==> src/rtl/prbs31_test_ctrl_if.sv <==
// rtl/prbs31_test_ctrl_if.sv - control bus between the PRBS31 test sequencer and the generator/checker
// gen_flip exists only when PRBS_ERR_INJECT_EN is defined.
interface prbs31_test_ctrl_if;
   logic        gen_load;
   logic [30:0] gen_seed;
   logic        gen_en;
   logic        chk_en;
   logic        chk_sync;
   logic        chk_err;
`ifdef PRBS_ERR_INJECT_EN
   logic        gen_flip;
`endif

   modport master (
      output gen_load,
      output gen_seed,
      output gen_en,
      output chk_en,
      output chk_sync,
`ifdef PRBS_ERR_INJECT_EN
      output gen_flip,
`endif
      input  chk_err
   );

   modport slave (
      input  gen_load,
      input  gen_seed,
      input  gen_en,
      input  chk_en,
      input  chk_sync,
`ifdef PRBS_ERR_INJECT_EN
      input  gen_flip,
`endif
      output chk_err
   );
endinterface

==> src/rtl/prbs31_test_ctrl.sv <==
// rtl/prbs31_test_ctrl.sv - PRBS31 test sequencer: seed load, checker self-sync, counted run, report
// Defining PRBS_ERR_INJECT_EN adds single-bit error injection (inject_arm/inject_idx, gen_flip).
module prbs31_test_ctrl #(
   parameter int CNT_W    = 24,
   parameter int ERR_W    = 16,
   parameter int SYNC_LEN = 31
) (
   input  logic               i_clk,
   input  logic               i_rst,
   input  logic               i_start,
   input  logic               i_abort,
   input  logic [CNT_W-1:0]   i_num_bits,
   input  logic [30:0]        i_seed,
`ifdef PRBS_ERR_INJECT_EN
   input  logic               i_inject_arm,
   input  logic [CNT_W-1:0]   i_inject_idx,
`endif
   prbs31_test_ctrl_if.master dp,
   output logic               o_busy,
   output logic               o_done,
   output logic               o_pass,
   output logic [ERR_W-1:0]   o_err_count,
   output logic [CNT_W-1:0]   o_bit_count
);
   typedef enum logic [2:0] {
      S_IDLE,
      S_LOAD,
      S_SYNC,
      S_RUN,
      S_DONE
   } state_t;

   state_t           r_state;
   logic [CNT_W-1:0] r_num_bits;
   logic [7:0]       r_sync_cnt;
   logic [CNT_W-1:0] w_bit_next;
   logic [ERR_W-1:0] w_err_next;
   logic             w_sync_last;
   logic             w_abort;
`ifdef PRBS_ERR_INJECT_EN
   logic             r_inj_arm;
   logic [CNT_W-1:0] r_inj_idx;
`endif

   assign w_bit_next  = o_bit_count + CNT_W'(1);
   // Error counter sticks at all-ones instead of wrapping.
   assign w_err_next  = (dp.chk_err && !(&o_err_count)) ? o_err_count + ERR_W'(1) : o_err_count;
   assign w_sync_last = (r_sync_cnt == 8'(SYNC_LEN - 1));
   assign w_abort     = i_abort && (r_state == S_LOAD || r_state == S_SYNC || r_state == S_RUN);

   always_ff @(posedge i_clk or posedge i_rst) begin
      if (i_rst) begin
         r_state     <= S_IDLE;
         r_num_bits  <= '0;
         r_sync_cnt  <= '0;
         dp.gen_load <= 1'b0;
         dp.gen_seed <= '0;
         dp.gen_en   <= 1'b0;
         dp.chk_en   <= 1'b0;
         dp.chk_sync <= 1'b0;
         o_busy      <= 1'b0;
         o_done      <= 1'b0;
         o_pass      <= 1'b0;
         o_err_count <= '0;
         o_bit_count <= '0;
`ifdef PRBS_ERR_INJECT_EN
         r_inj_arm   <= 1'b0;
         r_inj_idx   <= '0;
         dp.gen_flip <= 1'b0;
`endif
      end else begin
         dp.gen_load <= 1'b0;
`ifdef PRBS_ERR_INJECT_EN
         dp.gen_flip <= 1'b0;
`endif
         if (w_abort) begin
            // Partial counters stay visible after an abort.
            r_state     <= S_IDLE;
            o_busy      <= 1'b0;
            o_done      <= 1'b0;
            o_pass      <= 1'b0;
            dp.gen_en   <= 1'b0;
            dp.chk_en   <= 1'b0;
            dp.chk_sync <= 1'b0;
         end else begin
            case (r_state)
               S_IDLE, S_DONE: begin
                  if (i_start && !i_abort) begin
                     r_state     <= S_LOAD;
                     r_num_bits  <= i_num_bits;
                     dp.gen_seed <= (i_seed == 31'd0) ? 31'd1 : i_seed;
                     dp.gen_load <= 1'b1;
                     o_busy      <= 1'b1;
                     o_done      <= 1'b0;
                     o_pass      <= 1'b0;
                     o_err_count <= '0;
                     o_bit_count <= '0;
`ifdef PRBS_ERR_INJECT_EN
                     r_inj_arm   <= i_inject_arm;
                     r_inj_idx   <= i_inject_idx;
`endif
                  end
               end
               S_LOAD: begin
                  r_state     <= S_SYNC;
                  r_sync_cnt  <= '0;
                  dp.gen_en   <= 1'b1;
                  dp.chk_en   <= 1'b1;
                  dp.chk_sync <= 1'b1;
               end
               S_SYNC: begin
                  if (w_sync_last) begin
                     dp.chk_sync <= 1'b0;
                     if (r_num_bits == '0) begin
                        r_state   <= S_DONE;
                        o_busy    <= 1'b0;
                        dp.gen_en <= 1'b0;
                        dp.chk_en <= 1'b0;
                        o_done    <= 1'b1;
                        o_pass    <= (o_err_count == '0);
                     end else begin
                        r_state <= S_RUN;
`ifdef PRBS_ERR_INJECT_EN
                        dp.gen_flip <= r_inj_arm && (r_inj_idx == '0);
`endif
                     end
                  end else begin
                     r_sync_cnt <= r_sync_cnt + 8'd1;
                  end
               end
               S_RUN: begin
                  o_bit_count <= w_bit_next;
                  o_err_count <= w_err_next;
                  if (w_bit_next == r_num_bits) begin
                     r_state   <= S_DONE;
                     o_busy    <= 1'b0;
                     dp.gen_en <= 1'b0;
                     dp.chk_en <= 1'b0;
                     o_done    <= 1'b1;
                     o_pass    <= (w_err_next == '0);
                  end
`ifdef PRBS_ERR_INJECT_EN
                  // Flip is registered, so it targets the index of the next RUN cycle.
                  else dp.gen_flip <= r_inj_arm && (w_bit_next == r_inj_idx);
`endif
               end
               default: r_state <= S_IDLE;
            endcase
         end
      end
   end
endmodule

==> src/flat_wrapper.sv <==
// flat-port wrapper written by rule: the top's interface ports become plain ports
module prbs31_test_ctrl_flat 
#(
   parameter int CNT_W    = 24,
   parameter int ERR_W    = 16,
   parameter int SYNC_LEN = 31
)
  (i_clk, i_rst, i_start, i_abort, i_num_bits, i_seed, o_busy, o_done, o_pass, o_err_count, o_bit_count, dp_gen_load, dp_gen_seed, dp_gen_en, dp_chk_en, dp_chk_sync, dp_chk_err);
  prbs31_test_ctrl_if dp_i ();
  input  logic i_clk;
  input  logic i_rst;
  input  logic i_start;
  input  logic i_abort;
  input  logic [CNT_W-1:0] i_num_bits;
  input  logic [30:0] i_seed;
  output logic o_busy;
  output logic o_done;
  output logic o_pass;
  output logic [ERR_W-1:0] o_err_count;
  output logic [CNT_W-1:0] o_bit_count;
  output wire logic [$bits(dp_i.gen_load)-1:0] dp_gen_load;
  output wire logic [$bits(dp_i.gen_seed)-1:0] dp_gen_seed;
  output wire logic [$bits(dp_i.gen_en)-1:0] dp_gen_en;
  output wire logic [$bits(dp_i.chk_en)-1:0] dp_chk_en;
  output wire logic [$bits(dp_i.chk_sync)-1:0] dp_chk_sync;
  input wire logic [$bits(dp_i.chk_err)-1:0] dp_chk_err;
  assign dp_gen_load = dp_i.gen_load;
  assign dp_gen_seed = dp_i.gen_seed;
  assign dp_gen_en = dp_i.gen_en;
  assign dp_chk_en = dp_i.chk_en;
  assign dp_chk_sync = dp_i.chk_sync;
  assign dp_i.chk_err = dp_chk_err;
  prbs31_test_ctrl #(.CNT_W(CNT_W), .ERR_W(ERR_W), .SYNC_LEN(SYNC_LEN)) u_core (.i_clk(i_clk), .i_rst(i_rst), .i_start(i_start), .i_abort(i_abort), .i_num_bits(i_num_bits), .i_seed(i_seed), .dp(dp_i), .o_busy(o_busy), .o_done(o_done), .o_pass(o_pass), .o_err_count(o_err_count), .o_bit_count(o_bit_count));
endmodule
==> config.mk <==
export PLATFORM = sky130hd
export DESIGN_NAME = prbs31_test_ctrl_flat
export DESIGN_NICKNAME = d
export VERILOG_FILES = /design/src/rtl/prbs31_test_ctrl_if.sv /design/src/rtl/prbs31_test_ctrl.sv /design/src/flat_wrapper.sv
export SDC_FILE = /design/constraint.sdc
export NUM_CORES = 1
export LEC_CHECK = 0
export BUFFER_PORTS_ARGS = -buffer_cell sky130_fd_sc_hd__buf_4
export CORE_UTILIZATION = 59
export DETAILED_ROUTE_END_ITERATION = 8
export MAX_ROUTING_LAYER = met4
export PLACE_DENSITY = 0.95
export SLEW_MARGIN = 20
export SYNTH_ARGS = -nofsm -noshare
export SYNTH_HDL_FRONTEND = slang
export SYNTH_SLANG_ARGS = --single-unit
==> constraint.sdc <==
create_clock -name i_clk -period 6.4 [get_ports i_clk]
set_input_delay 0 -clock i_clk [delete_from_list [all_inputs] [get_ports i_clk]]
set_output_delay 0 -clock i_clk [all_outputs]
set_load 0.03 [all_outputs]
# --- Yosys cells after proc, flatten, opt, wreduce, memory -nomap -nowiden ---
# Index checks and enable logic that the tools add are counted.
totals:
  register_bits: 112
  in_bits: 60
  out_inout_bits: 78
  wordCells: 93
op_classes:
  addsub: 3
  eq_ne: 12
  muxes: 39
  n_bitwise: 1
  n_reduce_logical: 26
op_table:
  columns: ["cell", "count"]
  rows:
  - ["$pmux 24 s2", 1]
  - ["$logic_not 16->1", 2]
  - ["$mux 16", 2]
  - ["$pmux 16 s2", 1]
  - ["$logic_not 31->1", 1]
  - ["$mux 31", 1]
  - ["$add 24x1->24 const B", 1]
  - ["$eq 24x24->1", 1]
  - ["$logic_not 24->1", 1]
  - ["$mux 24", 1]
  - ["$mux 1", 20]
  - ["$add 16x1->16 const B", 1]
  - ["$pmux 8 s2", 1]
  - ["$reduce_and 16->1", 1]
  - ["$mux 3", 5]
  - ["$pmux 1 s3", 4]
  - ["$pmux 3 s4", 1]
  - ["$reduce_and 3->1", 4]
  - ["$add 8x1->8 const B", 1]
  - ["$eq 8x5->1 const B", 1]
  - ["$mux 8", 1]
  - ["$reduce_bool 4->1", 2]
  - ["$eq 3x2->1 const B", 2]
  - ["$ne 3x1->1 const B", 2]
  - ["17 further kinds", 23]

# --- Depth between registers and ports, before layout ---
logic_depth:
  depth_word: 8
  ltp_mapped: 10
  ltp_nobuf: 10

# --- Worst setup path before layout ---
# No wires, ideal clock.
synth_path:
  path_kind: "reg2reg"
  from: "register u_core.o_bit_count[0]"
  to: "register u_core.o_pass"
  setup_ns: 0.128
  arrival_ns: 3.042
  required_time_ns: 6.272
  path_slack_ns: 3.231
  path_stages_with_launch: 11
  n_path_buf: 1
  synth_period_minus_slack_ns: 3.169
  path_cell_list: "dfrtp_1 > ha_1 > nand3_1 > nor4_1 > and4_1 > clkbuf_1 > xnor2_1 > o211ai_1 > nor4_4 > o21bai_2 > mux2_1"
synth_between:
  elab_chain_cells: 4
synth_lines:
  columns: ["item", "line", "source"]
  rows:
  - ["from (decl)", "prbs31_test_ctrl.sv:23", "output logic [CNT_W-1:0] o_bit_count"]
  - ["from (signal assigned)", "prbs31_test_ctrl.sv:132", "o_bit_count <= w_bit_next;"]
  - ["$add 24x1->24", "prbs31_test_ctrl.sv:45", "assign w_bit_next = o_bit_count + CNT_W'(1);"]
  - ["$eq 24x24->1", "prbs31_test_ctrl.sv:134", "if (w_bit_next == r_num_bits) begin"]
  - ["$ne 3x2->1 (no source line)", null, null]
  - ["$reduce_and 5->1 (no source line)", null, null]
  - ["to (signal assigned)", "prbs31_test_ctrl.sv:120", "o_pass <= (o_err_count == '0);"]
  - ["to (signal assigned)", "prbs31_test_ctrl.sv:140", "o_pass <= (w_err_next == '0);"]
  - ["to (decl)", "prbs31_test_ctrl.sv:21", "output logic o_pass,"]
# No other way between the ends.
# A chain may end at the register's enable or synchronous reset.

# --- Worst setup path in the final report ---
# Ends and elaborated chain as after synthesis.

==> impl_metrics.env <==
export IMPL_wl_um=21150
export IMPL_cts_root_buf="clkbuf_8"
export IMPL_drv_slew=0
export IMPL_ys_seq_elements=112
export IMPL_clock_latency_ns=0.41
export IMPL_fp_dieH_um=105.5
export IMPL_core_sq_um=10370
export IMPL_fin_skew_ns=0.02264
export IMPL_synth_top_cell_by_area="dfrtp_1"
export IMPL_start_kind="flop"
export IMPL_peakVddDrop_mv=0.2842
export IMPL_fin_nets=997
export IMPL_tightest_slew_ns=0.8372
export IMPL_maxCapViolations=0
export IMPL_p_per_area_nw_per_um2=344.5
export IMPL_synth_top_area_share_pct=44.33
export IMPL_antenna_found_initial=1
export IMPL_worstHoldStart="dp_chk_err"
export IMPL_period_needed_ns=3.824
export IMPL_area_growth_pct=28.76
export IMPL_status="finished clean"
export IMPL_hold_class="in2reg"
export IMPL_rr_startpoint="u_core.o_bit_count[0]"
export IMPL_cts_hold_buffers=57
export IMPL_critPathCaptureType="flop"
export IMPL_worstPathCellList="ha_1, nand3_1, nor4_1, o32ai_1, a2111oi_0, nand4_1, nor4_4, o21bai_2, mux2_1"
export IMPL_dpl_hpwl_um=12180
export IMPL_grt_max_degree=67
export IMPL_synthArstFlopShare_pct=100.0
export IMPL_postCtsResizedCells=0
export IMPL_r2r_cells=9
export IMPL_synth_distinct_cells=58
export IMPL_critical_path_max_stage_delay_ns=0.77
export IMPL_synth_edff_count=0
export IMPL_crit_slowest_cell="nor4_1"
export IMPL_hold_viol=0
export IMPL_synth_main_ff_cell="dfrtp_1"
export IMPL_num_rows=37
export IMPL_worstPathRequired_ns=6.69
export IMPL_synthCells=772
export IMPL_cts_made_buffers=9
export IMPL_cp_max_fo=8
export IMPL_p_leak_nw=3.881
export IMPL_hold_path_depth=4
export IMPL_fmax_mhz=261.5
export IMPL_tns_ns=0
export IMPL_avgSynthCellArea_sq_um=8.190
export IMPL_vias=6833
export IMPL_synth_warnings=0
export IMPL_r2r_end="u_core.o_pass"
export IMPL_post_route_drc_count=0
export IMPL_io_buffers=137
export IMPL_initial_core_util_pct=60.97
export IMPL_avgViaCountPerCell=6.362
export IMPL_slew_headroom_pct=43.67
export IMPL_clk_pin_slew_ns=0.13
export IMPL_rrSetupSlack_ns=2.58
export IMPL_io_pins=138
export IMPL_rsz0062_at_grt="no"
export IMPL_ant_nets=0
export IMPL_worstPathArrival_ns=4.11
export IMPL_cts_sinks=112
export IMPL_fin_total_pwr_mw=2.805
export IMPL_drive_gt1_share_pct=18.36
export IMPL_path_class="reg2reg"
export IMPL_clock_path_buffers=2
export IMPL_final_util_pct=78.50
export IMPL_overflow=0
export IMPL_syn_nets=837
export IMPL_synthTopCellsByArea="dfrtp_1, nand2_1, o21ai_0, xnor2_1, xor2_1"
export IMPL_grt_pass1_wl_um=34110
export IMPL_cts_max_level=3
export IMPL_mappedNetlistArea_sq_um=6322
export IMPL_post_route_period_util_pct=59.76
export IMPL_die_area_sq_um=11130
export IMPL_wl_per_cell_um=19.69
export IMPL_gp_congestion=0.9263
export IMPL_cts_tree="done"
export IMPL_grtUsageTotal_pct=40.76
export IMPL_first_iter_violations=809
export IMPL_grt_pass1_vias=6724
export IMPL_yosysSeqAreaShare_pct=44.33
export IMPL_drt_pass1_iter_count=9
export IMPL_die_w_um=105.5
export IMPL_postCtsSetupBuffers=0
export IMPL_worstHoldEndpoint="u_core.o_err_count[12]"
export IMPL_setup_violations=0
final cells by class:
cell class | count | area, sq um
Fill cell | 680 | 2230
Clock buffer | 9 | 123.9
Timing Repair Buffer | 200 | 1644
Clock inverter | 7 | 80.08
Antenna cell | 1 | 2.502
Multi-Input combinational cell | 595 | 3262
Inverter | 14 | 55.05
Sequential cell | 112 | 2803
Tap cell | 136 | 170.2
kinds of logic (layout without fill, tap and decap cells):
kind of cell	after synthesis	in the layout	share of synthesized area [%]
muxes	3	3	0.5145
adders and majority gates	5	5	0.9895
other	0	1	0
DFF	112	112	44.33
xor gates and xnor gates	41	41	5.917
buffers and inverters	65	230	4.136
and+or+nand+nor	400	400	30.28
AOI/OAI and AO/OA	146	146	13.83
critical path: cells and delay by family, from the launching register on:
family	cells	cell delay (ns)
and+or+nand+nor	4	1.74
AOI/OAI and AO/OA	3	0.74
DFF	1	0.52
muxes	1	0.35
adders and majority gates	1	0.34
worst max path at each step:
stage | start | end | slack [ns] | cells past startpoint
4_1_cts | u_core.o_bit_count[0] | u_core.o_pass | 2.72 | 9
2_1_floorplan | u_core.o_bit_count[0] | u_core.o_pass | 3.23 | 10
6_report | u_core.o_bit_count[0] | u_core.o_pass | 2.58 | 9
3_5_place_dp | u_core.o_bit_count[0] | u_core.o_pass | 2.79 | 9
3_3_place_gp | u_core.o_bit_count[0] | u_core.o_pass | 2.95 | 9
5_1_grt | u_core.o_bit_count[0] | u_core.o_pass | 2.37 | 9
cells in the final DEF (no fill, tap or decap), types with 3 or more instances in the layout:
master         netlist  layout
xnor2_1             21      21
a21o_1               3       3
nor3_1              12      12
clkbuf_8             0       9
nor4b_1              4       4
and3_1              11      11
a31oi_1             13      13
xor2_1              19      19
dfrtp_1            112     112
dlygate4sd3_1        0      57
ha_1                 5       5
and4_1               8       8
inv_1               13      12
nand3_1             32      32
nor2_1              42      41
a21oi_1             21      21
or3_1                5       4
a22o_1               5       5
nand2_1            217     217
and2_1               4       4
nor4_1              21      21
o31ai_1             13      13
buf_4                3     143
nand4_1             21      21
or4_1                3       3
nand3b_1             3       3
o41ai_1              3       3
o21ai_0             70      70
o22ai_1              3       3
nor2b_1              4       4
state kept, by name, indices dropped and copies added (netlist names):
name / cells
u_core.o_pass: 1
u_core.o_bit_count: 24
u_core.dp.gen_load: 1
u_core.dp.chk_sync: 1
u_core.r_state: 3
u_core.o_done: 1
u_core.o_err_count: 16
u_core.dp.gen_seed: 31
u_core.dp.gen_en: 1
u_core.r_sync_cnt: 8
u_core.o_busy: 1
u_core.r_num_bits: 24
routing by layer:
metal	vias to the layer above	GRT usage [%]	routed length, um
met3	119	7.607	1734
met1	3242	47.87	7785
met4	0	23.81	1266
li1	3004	-	-
met5	-	-	0
met2	468	65.84	10360
synthesized netlist by cell type (8+ instances only):
cell,count
nand3_1,32
xor2_1,19
nand4_1,21
o31ai_1,13
dfrtp_1,112
nor4_1,21
xnor2_1,21
and3_1,11
nor2_1,42
nand2_1,217
inv_1,13
a21oi_1,21
a31oi_1,13
nor3_1,12
o21ai_0,70
and4_1,8
clkbuf_1,40
power breakdown:
part	switching (mW)	total (mW)	leakage, nW	internal [mW]
clock network	0.290	0.446	0.0994	0.156
registers	0.245	1.16	1.47	0.912
logic	0.751	1.20	2.31	0.450
through the flow:
| step | instance area (sq um) | std cells | hold slack [ns] | setup WS [ns] |
|---|---|---|---|---|
| after floorplan | 6322 | 772 | 0.1054 | 3.231 |
| after global placement | 7361 | 1000 | 0.1031 | 2.945 |
| after detailed placement | 7361 | 1000 | 0.1111 | 2.793 |
| after CTS | 8135 | 1073 | 0.09430 | 2.716 |
| after global routing | 8140 | 1074 | 0.1641 | 2.373 |
| final | 8140 | 1074 | 0.1091 | 2.576 |
Note: power is estimated with default switching activity, not from simulation.
